[src/rtl/cmd_fetch_pkg.sv]
// Shared types for the command fetch stage.
package cmd_fetch_pkg;

    // Fetch FSM: wait, issue reads, wait for last read data, hold command.
    typedef enum logic [1:0] {
        StIdle  = 2'd0,
        StRead  = 2'd1,
        StDrain = 2'd2,
        StValid = 2'd3
    } cmd_fetch_state_t;

endpackage

[src/rtl/cmd_fetch_if.sv]
// Core-side request/handshake and memory-side read bus of the command fetch stage.
interface cmd_fetch_if #(
    parameter int unsigned CMD_ADDR_WIDTH = 8,
    parameter int unsigned MEM_WIDTH      = 32,
    parameter int unsigned MEM_TO_CMD     = 4
);
    localparam int unsigned CMD_WIDTH      = MEM_WIDTH * MEM_TO_CMD;
    localparam int unsigned MEM_ADDR_WIDTH = CMD_ADDR_WIDTH + $clog2(MEM_TO_CMD);

    // Core request side
    logic                      fetch_req;
    logic [CMD_ADDR_WIDTH-1:0] fetch_addr;
    logic                      flush;
    logic                      fetch_busy;
    // Memory side
    logic                      mem_en;
    logic [MEM_ADDR_WIDTH-1:0] mem_addr;
    logic [MEM_WIDTH-1:0]      mem_data;
    // Command handshake side
    logic [CMD_WIDTH-1:0]      cmd_out;
    logic [CMD_ADDR_WIDTH-1:0] cmd_addr;
    logic                      cmd_valid;
    logic                      cmd_ready;

    // Fetch stage view
    modport master (
        input  fetch_req, fetch_addr, flush, mem_data, cmd_ready,
        output fetch_busy, mem_en, mem_addr, cmd_out, cmd_addr, cmd_valid
    );

    // Core plus memory view
    modport slave (
        output fetch_req, fetch_addr, flush, mem_data, cmd_ready,
        input  fetch_busy, mem_en, mem_addr, cmd_out, cmd_addr, cmd_valid
    );

endinterface

[src/rtl/cmd_word_assembler.sv]
// Holds the assembled command; writes one memory word into its slot per enabled cycle.
module cmd_word_assembler #(
    parameter int unsigned MEM_WIDTH  = 32,
    parameter int unsigned MEM_TO_CMD = 4
) (
    input  logic                                clk,
    input  logic                                rstn,
    input  logic                                wr_en,
    input  logic [$clog2(MEM_TO_CMD)-1:0]       wr_idx,
    input  logic [MEM_WIDTH-1:0]                wr_word,
    output logic [MEM_WIDTH*MEM_TO_CMD-1:0]     cmd_out
);
    localparam int unsigned CMD_WIDTH = MEM_WIDTH * MEM_TO_CMD;
    localparam int unsigned IDX_WIDTH = $clog2(MEM_TO_CMD);

    logic [CMD_WIDTH-1:0] cmd_d, cmd_q;

    // Replace only the addressed slot; other slots keep their value.
    always_comb begin
        cmd_d = cmd_q;
        for (int i = 0; i < int'(MEM_TO_CMD); i++) begin
            if (wr_en && (wr_idx == IDX_WIDTH'(i))) begin
                cmd_d[MEM_WIDTH*i +: MEM_WIDTH] = wr_word;
            end
        end
    end

    // Command register
    always_ff @(posedge clk or negedge rstn) begin
        if (!rstn) begin
            cmd_q <= '0;
        end else begin
            cmd_q <= cmd_d;
        end
    end

    assign cmd_out = cmd_q;

endmodule

[src/rtl/cmd_fetch.sv]
// Command fetch stage: reads MEM_TO_CMD narrow memory words per command address and
// presents the assembled command to the core with a valid/ready handshake.
// MEM_TO_CMD must be a power of two and at least 2.
module cmd_fetch
    import cmd_fetch_pkg::*;
#(
    parameter int unsigned CMD_ADDR_WIDTH = 8,
    parameter int unsigned MEM_WIDTH      = 32,
    parameter int unsigned MEM_TO_CMD     = 4
) (
    input logic        clk,
    input logic        rstn,
    cmd_fetch_if.master bus
);
    localparam int unsigned CMD_WIDTH      = MEM_WIDTH * MEM_TO_CMD;
    localparam int unsigned IDX_WIDTH      = $clog2(MEM_TO_CMD);
    localparam int unsigned MEM_ADDR_WIDTH = CMD_ADDR_WIDTH + IDX_WIDTH;
    localparam logic [IDX_WIDTH-1:0] LastIdx = IDX_WIDTH'(MEM_TO_CMD - 1);

    cmd_fetch_state_t          state_d, state_q;
    logic [IDX_WIDTH-1:0]      rd_idx_d, rd_idx_q;
    logic [CMD_ADDR_WIDTH-1:0] cmd_addr_d, cmd_addr_q;
    logic                      mem_en_d, mem_en_q;
    logic [MEM_ADDR_WIDTH-1:0] mem_addr_d, mem_addr_q;
    logic                      cmd_valid_d, cmd_valid_q;
    // Capture tracking: which slot the word on mem_data belongs to, and whether it is live.
    logic                      cap_vld_d, cap_vld_q;
    logic [IDX_WIDTH-1:0]      cap_idx_d, cap_idx_q;
    logic                      start;
    logic [IDX_WIDTH-1:0]      rd_idx_inc;
    logic [CMD_WIDTH-1:0]      cmd_word;

    assign rd_idx_inc = rd_idx_q + IDX_WIDTH'(1);

    // Next-state and registered-output logic; flush overrides everything, and a
    // request seen alongside flush (or a handshake) starts a new fetch immediately.
    always_comb begin
        state_d     = state_q;
        rd_idx_d    = rd_idx_q;
        cmd_addr_d  = cmd_addr_q;
        mem_en_d    = 1'b0;
        mem_addr_d  = mem_addr_q;
        start       = 1'b0;
        cap_vld_d   = mem_en_q && !bus.flush;
        cap_idx_d   = rd_idx_q;

        if (bus.flush) begin
            state_d = StIdle;
            start   = bus.fetch_req;
        end else begin
            unique case (state_q)
                StIdle: begin
                    start = bus.fetch_req;
                end
                StRead: begin
                    if (rd_idx_q == LastIdx) begin
                        state_d = StDrain;
                    end else begin
                        rd_idx_d   = rd_idx_inc;
                        mem_en_d   = 1'b1;
                        mem_addr_d = {cmd_addr_q, rd_idx_inc};
                    end
                end
                StDrain: begin
                    if (cap_vld_q && (cap_idx_q == LastIdx)) begin
                        state_d = StValid;
                    end
                end
                StValid: begin
                    if (bus.cmd_ready) begin
                        state_d = StIdle;
                        start   = bus.fetch_req;
                    end
                end
                default: state_d = StIdle;
            endcase
        end

        if (start) begin
            state_d    = StRead;
            cmd_addr_d = bus.fetch_addr;
            rd_idx_d   = '0;
            mem_en_d   = 1'b1;
            mem_addr_d = {bus.fetch_addr, {IDX_WIDTH{1'b0}}};
        end

        cmd_valid_d = (state_d == StValid);
    end

    // FSM state and registered outputs
    always_ff @(posedge clk or negedge rstn) begin
        if (!rstn) begin
            state_q     <= StIdle;
            rd_idx_q    <= '0;
            cmd_addr_q  <= '0;
            mem_en_q    <= 1'b0;
            mem_addr_q  <= '0;
            cmd_valid_q <= 1'b0;
            cap_vld_q   <= 1'b0;
            cap_idx_q   <= '0;
        end else begin
            state_q     <= state_d;
            rd_idx_q    <= rd_idx_d;
            cmd_addr_q  <= cmd_addr_d;
            mem_en_q    <= mem_en_d;
            mem_addr_q  <= mem_addr_d;
            cmd_valid_q <= cmd_valid_d;
            cap_vld_q   <= cap_vld_d;
            cap_idx_q   <= cap_idx_d;
        end
    end

    // Word arriving in a flush cycle is dropped as well.
    cmd_word_assembler #(
        .MEM_WIDTH  (MEM_WIDTH),
        .MEM_TO_CMD (MEM_TO_CMD)
    ) u_assembler (
        .clk     (clk),
        .rstn    (rstn),
        .wr_en   (cap_vld_q && !bus.flush),
        .wr_idx  (cap_idx_q),
        .wr_word (bus.mem_data),
        .cmd_out (cmd_word)
    );

    assign bus.fetch_busy = (state_q != StIdle);
    assign bus.mem_en     = mem_en_q;
    assign bus.mem_addr   = mem_addr_q;
    assign bus.cmd_out    = cmd_word;
    assign bus.cmd_addr   = cmd_addr_q;
    assign bus.cmd_valid  = cmd_valid_q;

endmodule

[src/flat_wrapper.sv]
// flat-port wrapper written by rule: the top's interface ports become plain ports
module cmd_fetch_flat import cmd_fetch_pkg::*;
#(
    parameter int unsigned CMD_ADDR_WIDTH = 8,
    parameter int unsigned MEM_WIDTH      = 32,
    parameter int unsigned MEM_TO_CMD     = 4
)
  (clk, rstn, bus_fetch_req, bus_fetch_addr, bus_flush, bus_mem_data, bus_cmd_ready, bus_fetch_busy, bus_mem_en, bus_mem_addr, bus_cmd_out, bus_cmd_addr, bus_cmd_valid);
  cmd_fetch_if #(.CMD_ADDR_WIDTH(CMD_ADDR_WIDTH), .MEM_WIDTH(MEM_WIDTH), .MEM_TO_CMD(MEM_TO_CMD)) bus_i ();
  input logic clk;
  input logic rstn;
  input wire logic [$bits(bus_i.fetch_req)-1:0] bus_fetch_req;
  input wire logic [$bits(bus_i.fetch_addr)-1:0] bus_fetch_addr;
  input wire logic [$bits(bus_i.flush)-1:0] bus_flush;
  input wire logic [$bits(bus_i.mem_data)-1:0] bus_mem_data;
  input wire logic [$bits(bus_i.cmd_ready)-1:0] bus_cmd_ready;
  output wire logic [$bits(bus_i.fetch_busy)-1:0] bus_fetch_busy;
  output wire logic [$bits(bus_i.mem_en)-1:0] bus_mem_en;
  output wire logic [$bits(bus_i.mem_addr)-1:0] bus_mem_addr;
  output wire logic [$bits(bus_i.cmd_out)-1:0] bus_cmd_out;
  output wire logic [$bits(bus_i.cmd_addr)-1:0] bus_cmd_addr;
  output wire logic [$bits(bus_i.cmd_valid)-1:0] bus_cmd_valid;
  assign bus_i.fetch_req = bus_fetch_req;
  assign bus_i.fetch_addr = bus_fetch_addr;
  assign bus_i.flush = bus_flush;
  assign bus_i.mem_data = bus_mem_data;
  assign bus_i.cmd_ready = bus_cmd_ready;
  assign bus_fetch_busy = bus_i.fetch_busy;
  assign bus_mem_en = bus_i.mem_en;
  assign bus_mem_addr = bus_i.mem_addr;
  assign bus_cmd_out = bus_i.cmd_out;
  assign bus_cmd_addr = bus_i.cmd_addr;
  assign bus_cmd_valid = bus_i.cmd_valid;
  cmd_fetch #(.CMD_ADDR_WIDTH(CMD_ADDR_WIDTH), .MEM_WIDTH(MEM_WIDTH), .MEM_TO_CMD(MEM_TO_CMD)) u_core (.clk(clk), .rstn(rstn), .bus(bus_i));
endmodule
[config.mk]
export PLATFORM = sky130hd
export DESIGN_NAME = cmd_fetch_flat
export DESIGN_NICKNAME = d
export VERILOG_FILES = /design/src/rtl/cmd_fetch_pkg.sv /design/src/rtl/cmd_fetch_if.sv /design/src/rtl/cmd_word_assembler.sv /design/src/rtl/cmd_fetch.sv /design/src/flat_wrapper.sv
export SDC_FILE = /design/constraint.sdc
export NUM_CORES = 1
export LEC_CHECK = 0
export ABC_AREA = 1
export BUFFER_PORTS_ARGS = -buffer_cell sky130_fd_sc_hd__buf_2
export CAP_MARGIN = 20
export CORE_MARGIN = 10
export CORE_UTILIZATION = 40
export DETAILED_ROUTE_END_ITERATION = 12
export PLACE_DENSITY = 0.66
export SLEW_MARGIN = 15
export SYNTH_ARGS = -nofsm -noshare
export SYNTH_HDL_FRONTEND = slang
export SYNTH_SLANG_ARGS = --single-unit
[constraint.sdc]
create_clock -name clk -period 4.1 [get_ports clk]
set_input_delay 0.82 -clock clk [delete_from_list [all_inputs] [get_ports clk]]
set_output_delay 0.82 -clock clk [all_outputs]
set_load 0.05 [all_outputs]
# Word level (Yosys, flattened, before mapping)
# Cells that the tools add are included.
# W data, S select, Z words.
[word_totals]
elab_cells = 57
input_bits = 45
out_inout_bits = 149
ff_bits = 155
[op_classes]
n_mux = 21
n_reduce_logical = 13
add_sub_neg = 1
n_eq_ne = 10
[op_table]
columns = ["op", "count"]
rows = [
  ["$mux W10", 4],
  ["$mux W2", 9],
  ["$eq A2 B2 Y1 const B", 6],
  ["$logic_and A1 B1 Y1", 7],
  ["$mux W1", 6],
  ["$pmux W2 S3", 1],
  ["$eq A2 B1 Y1 const B", 2],
  ["$logic_not A2 Y1", 2],
  ["$ne A2 B1 Y1 const B", 2],
  ["$reduce_bool A2 Y1", 2],
  ["$reduce_and A3 Y1", 1],
  ["$add A2 B1 Y2 const B", 1],
  ["$pmux W1 S2", 1],
  ["$logic_not A1 Y1", 1],
]

# Logic depth before layout (Yosys ltp)
[logic_depth]
word_depth = 7
mapped_depth = 11
mapped_depth_nobuf = 10

# Modules after synthesis
# From an unflattened synthesis, not the netlist that was laid out.
[hier_totals]
hier_cells = 713
hier_area_um2 = 6439.9
[by_module_without_submodules]
columns = ["mod", "cells_each", "n_inst", "area_each_um2", "seq_area_each_um2"]
rows = [
  ["cmd_word_assembler", 569, 1, 5188.7, 3203.1],
  ["cmd_fetch", 144, 1, 1251.2, 625.6],
]

# Least setup slack after synthesis
# Ideal clock, no wire load.
[synth_path]
path_kind = "register to output"
startpoint = "register u_core.state_q[0]"
endpoint = "output bus_fetch_busy"
t_arrival_ns = 0.955
path_stages_with_launch = 4
t_required_ns = 3.280
path_buffers = 0
setup_slack_ns = 2.325
path_cell_list = "dfrtp_1 inv_1 ha_1 inv_1"
[synth_between]
elab_chain_cells = 1
[synth_lines]
columns = ["element", "line_no", "rtl"]
rows = [
  ["from (decl)", "cmd_fetch.sv:20", "cmd_fetch_state_t state_d, state_q;"],
  ["from (signal assigned)", "cmd_fetch.sv:93", "state_q <= StIdle;"],
  ["from (signal assigned)", "cmd_fetch.sv:102", "state_q <= state_d;"],
  ["$reduce_bool A2 Y1", "cmd_fetch.sv:126", "assign bus.fetch_busy = (state_q != StIdle);"],
  ["to (decl)", "flat_wrapper.sv:17", "output wire logic [$bits(bus_i.fetch_busy)-1:0] bus_fetch_busy;"],
]
# No other way between the ends.

# Worst setup path after layout
# Ends and elaborated chain as after synthesis.

==> impl_metrics.json <==
{
  "status": "completed",
  "hold_buffers": 0,
  "ys_types": 20,
  "critPathLaunch": "u_core.state_q[0]",
  "grt_max_degree": 82,
  "rsz0062_at_grt": "false",
  "worstSetupPathType": "flop to output pin",
  "cap_violations": 0,
  "cp_max_fo": 4,
  "cts-root-buf": "clkbuf_16",
  "slowest_delay_ps": 390,
  "dr.pass1.iters": 4,
  "wl_um": 15200,
  "cts_buffer_depth": 2,
  "syn-num-nets": 642,
  "io_buffers": 193,
  "drcViolationCount": 0,
  "finalSetupTns_ps": 0,
  "crit_chain": "inv_1 > ha_1 > inv_1 > buf_2",
  "slew_headroom_pct": 55.3,
  "start_util_pct": 40.4,
  "ioPinCount": 194,
  "viasPerCell": 4.62,
  "vias": 4506,
  "antenna_found_initial": 0,
  "tightest_slew_ps": 670,
  "core_mm2": 0.0144,
  "synth_top_area_share_pct": 65.8,
  "drive_above_1_share_pct": 29.6,
  "hold_viol": 0,
  "cts.repair.resized": 0,
  "grt_pass1_vias": 4685,
  "cts_max_level": 4,
  "synth_edf_count": 0,
  "async_flop_share_pct": 100,
  "ys_warn_count": 0,
  "area_growth_pct": 31.0,
  "timing.rr.start": "u_core.cap_vld_q",
  "cp-end-kind": "output pin",
  "dp_hpwl_um": 10600,
  "diodes": 0,
  "die_w_um": 141,
  "numClockSinks": 153,
  "hp-class": "input port to async pin",
  "cp_common_cell": "inv_1",
  "place.gp.congestion": 0.774,
  "ant_nets": 0,
  "syn_inst": 591,
  "min_period_over_period_pct": 55.4,
  "required_ps": 3280,
  "finClkSkew_ps": 5.75,
  "cp_slowest_cell": "dfrtp_1",
  "p_per_area_mw_per_mm2": 888,
  "maxSlewViolCount": 0,
  "insertion_delay_ps": 420,
  "placed_cell_area_mm2": 0.00693,
  "seq_area_frac_synth_pct": 65.8,
  "fin_nets": 830,
  "fin_area_mm2": 0.00763,
  "syn_area_per_cell_um2": 9.85,
  "path_clk_slew_ps": 60,
  "synth_ff_type": "dfrtp_1",
  "arrival_ps": 1450,
  "grt_pass1_wl_um": 24500,
  "ir_worst_vdd_mv": 0.393,
  "routedWlPerCell_um": 15.6,
  "yosys.area.top_type": "dfrtp_1",
  "cts_setup_buffers": 0,
  "drtIter0Drc": 213,
  "grt-ovfl-total": 0,
  "cts_buffers": 17,
  "std_cell_rows": 44,
  "die_h_um": 141,
  "dieArea_mm2": 0.0198,
  "clock.fmax_mhz": 440,
  "min_period_ps": 2270,
  "p_leak_nw": 4.26,
  "synth.area.top_cells": "dfrtp_1, o21ai_0, nand2_1, inv_1, nand3_1",
  "globalRouteTotalUtil_pct": 15.3,
  "synth_most_common_cell": "nand2_1",
  "synth_area_mm2": 0.00582,
  "setup_violations": 0,
  "synth_common_cells": "nand2_1, dfrtp_1, o21ai_0",
  "cts_tree": "done",
  "synth-seq-cells": 153,
  "worst_setup_path_start_kind": "flop"
}
-- final timing paths --
| path | endpoint | slack (ps) | depth (start not counted) |
|---|---|---|---|
| min | u_core.u_assembler.cmd_out[26] | 400 | 1 |
| max | bus_fetch_busy | 1830 | 4 |
| max in group asynchronous | u_core.u_assembler.cmd_out[76] | 2820 | 2 |
| min reg2reg | u_core.cap_idx_q[1] | 450 | 0 |
| min in group clk | u_core.cap_idx_q[1] | 450 | 0 |
| max reg2reg | u_core.u_assembler.cmd_out[74] | 2230 | 6 |
-- layout make-up --
class                           count  area [µm²]
Fill cell                        1354        6800
Sequential cell                   153        3830
Multi-Input combinational cell    346        1630
Timing Repair Buffer              197        1030
Clock buffer                       23         478
Inverter                           64         240
Tap cell                          184         230
Clock inverter                      8         190
-- registers in the layout, indices dropped and copies added, names as in the netlist --
signal                      flops
u_core.cap_idx_q                2
u_core.cap_idx_d                1
u_core.state_q                  2
u_core.cap_vld_q                1
u_core.u_assembler.cmd_out    128
u_core.bus.cmd_valid            1
u_core.bus.cmd_addr             8
u_core.bus.mem_addr             9
u_core.bus.mem_en               1
-- metal layers --
| layer | part of all wire (%) | track usage, % |
|---|---|---|
| met5 | 0 | 0 |
| met1 | 44 | 18.7 |
| met4 | 1.5 | 5.54 |
| met2 | 46 | 23.5 |
| met3 | 8.7 | 6.89 |
-- metrics by stage --
stage	power, mW	util, %	std cells	hold WS, ps	worst slack (ps)
4_1_cts	6.85	52.7	974	427	1800
6_report	6.77	52.9	975	402	1830
5_1_grt	7.11	52.9	975	442	1730
3_5_place_dp	5.05	48.1	943	440	1470
3_3_place_gp	5.01	48.1	943	424	1550
2_1_floorplan	4.29	-	591	524	2330
-- worst max-delay path, delay by kind of cell (launching register included) --
family,cells,cell delay (ps)
adder cells (fa/ha/maj),1,210
buffers and inverters,3,430
flip-flops,1,390
-- where the power goes --
part	switching (mW)	internal, mW	leakage (nW)
clock	0.590	1.19	0.327
combinational	2.21	0.539	1.94
sequential	0.268	1.98	1.99
total	3.07	3.70	4.26
-- cell families after synthesis --
family          count (synthesis)  synth area share, %
buf+inv                        92                 6.28
flops                         153                 65.8
simple gates                  207                 15.2
xor+xnor                        1                0.150
compound gates                132                 11.3
fa+ha+maj                       6                 1.29
-- cells in the final DEF (no fill, tap or decap), types with 6 or more instances in the layout --
master     count
buf_2        192
nand2_1      161
dfrtp_1      153
o21ai_0      128
inv_1         64
nand3_1       27
clkbuf_16     17
and2_1         8
ha_1           6
bufinv_16      6
Power figures use the tool's default switching activity.
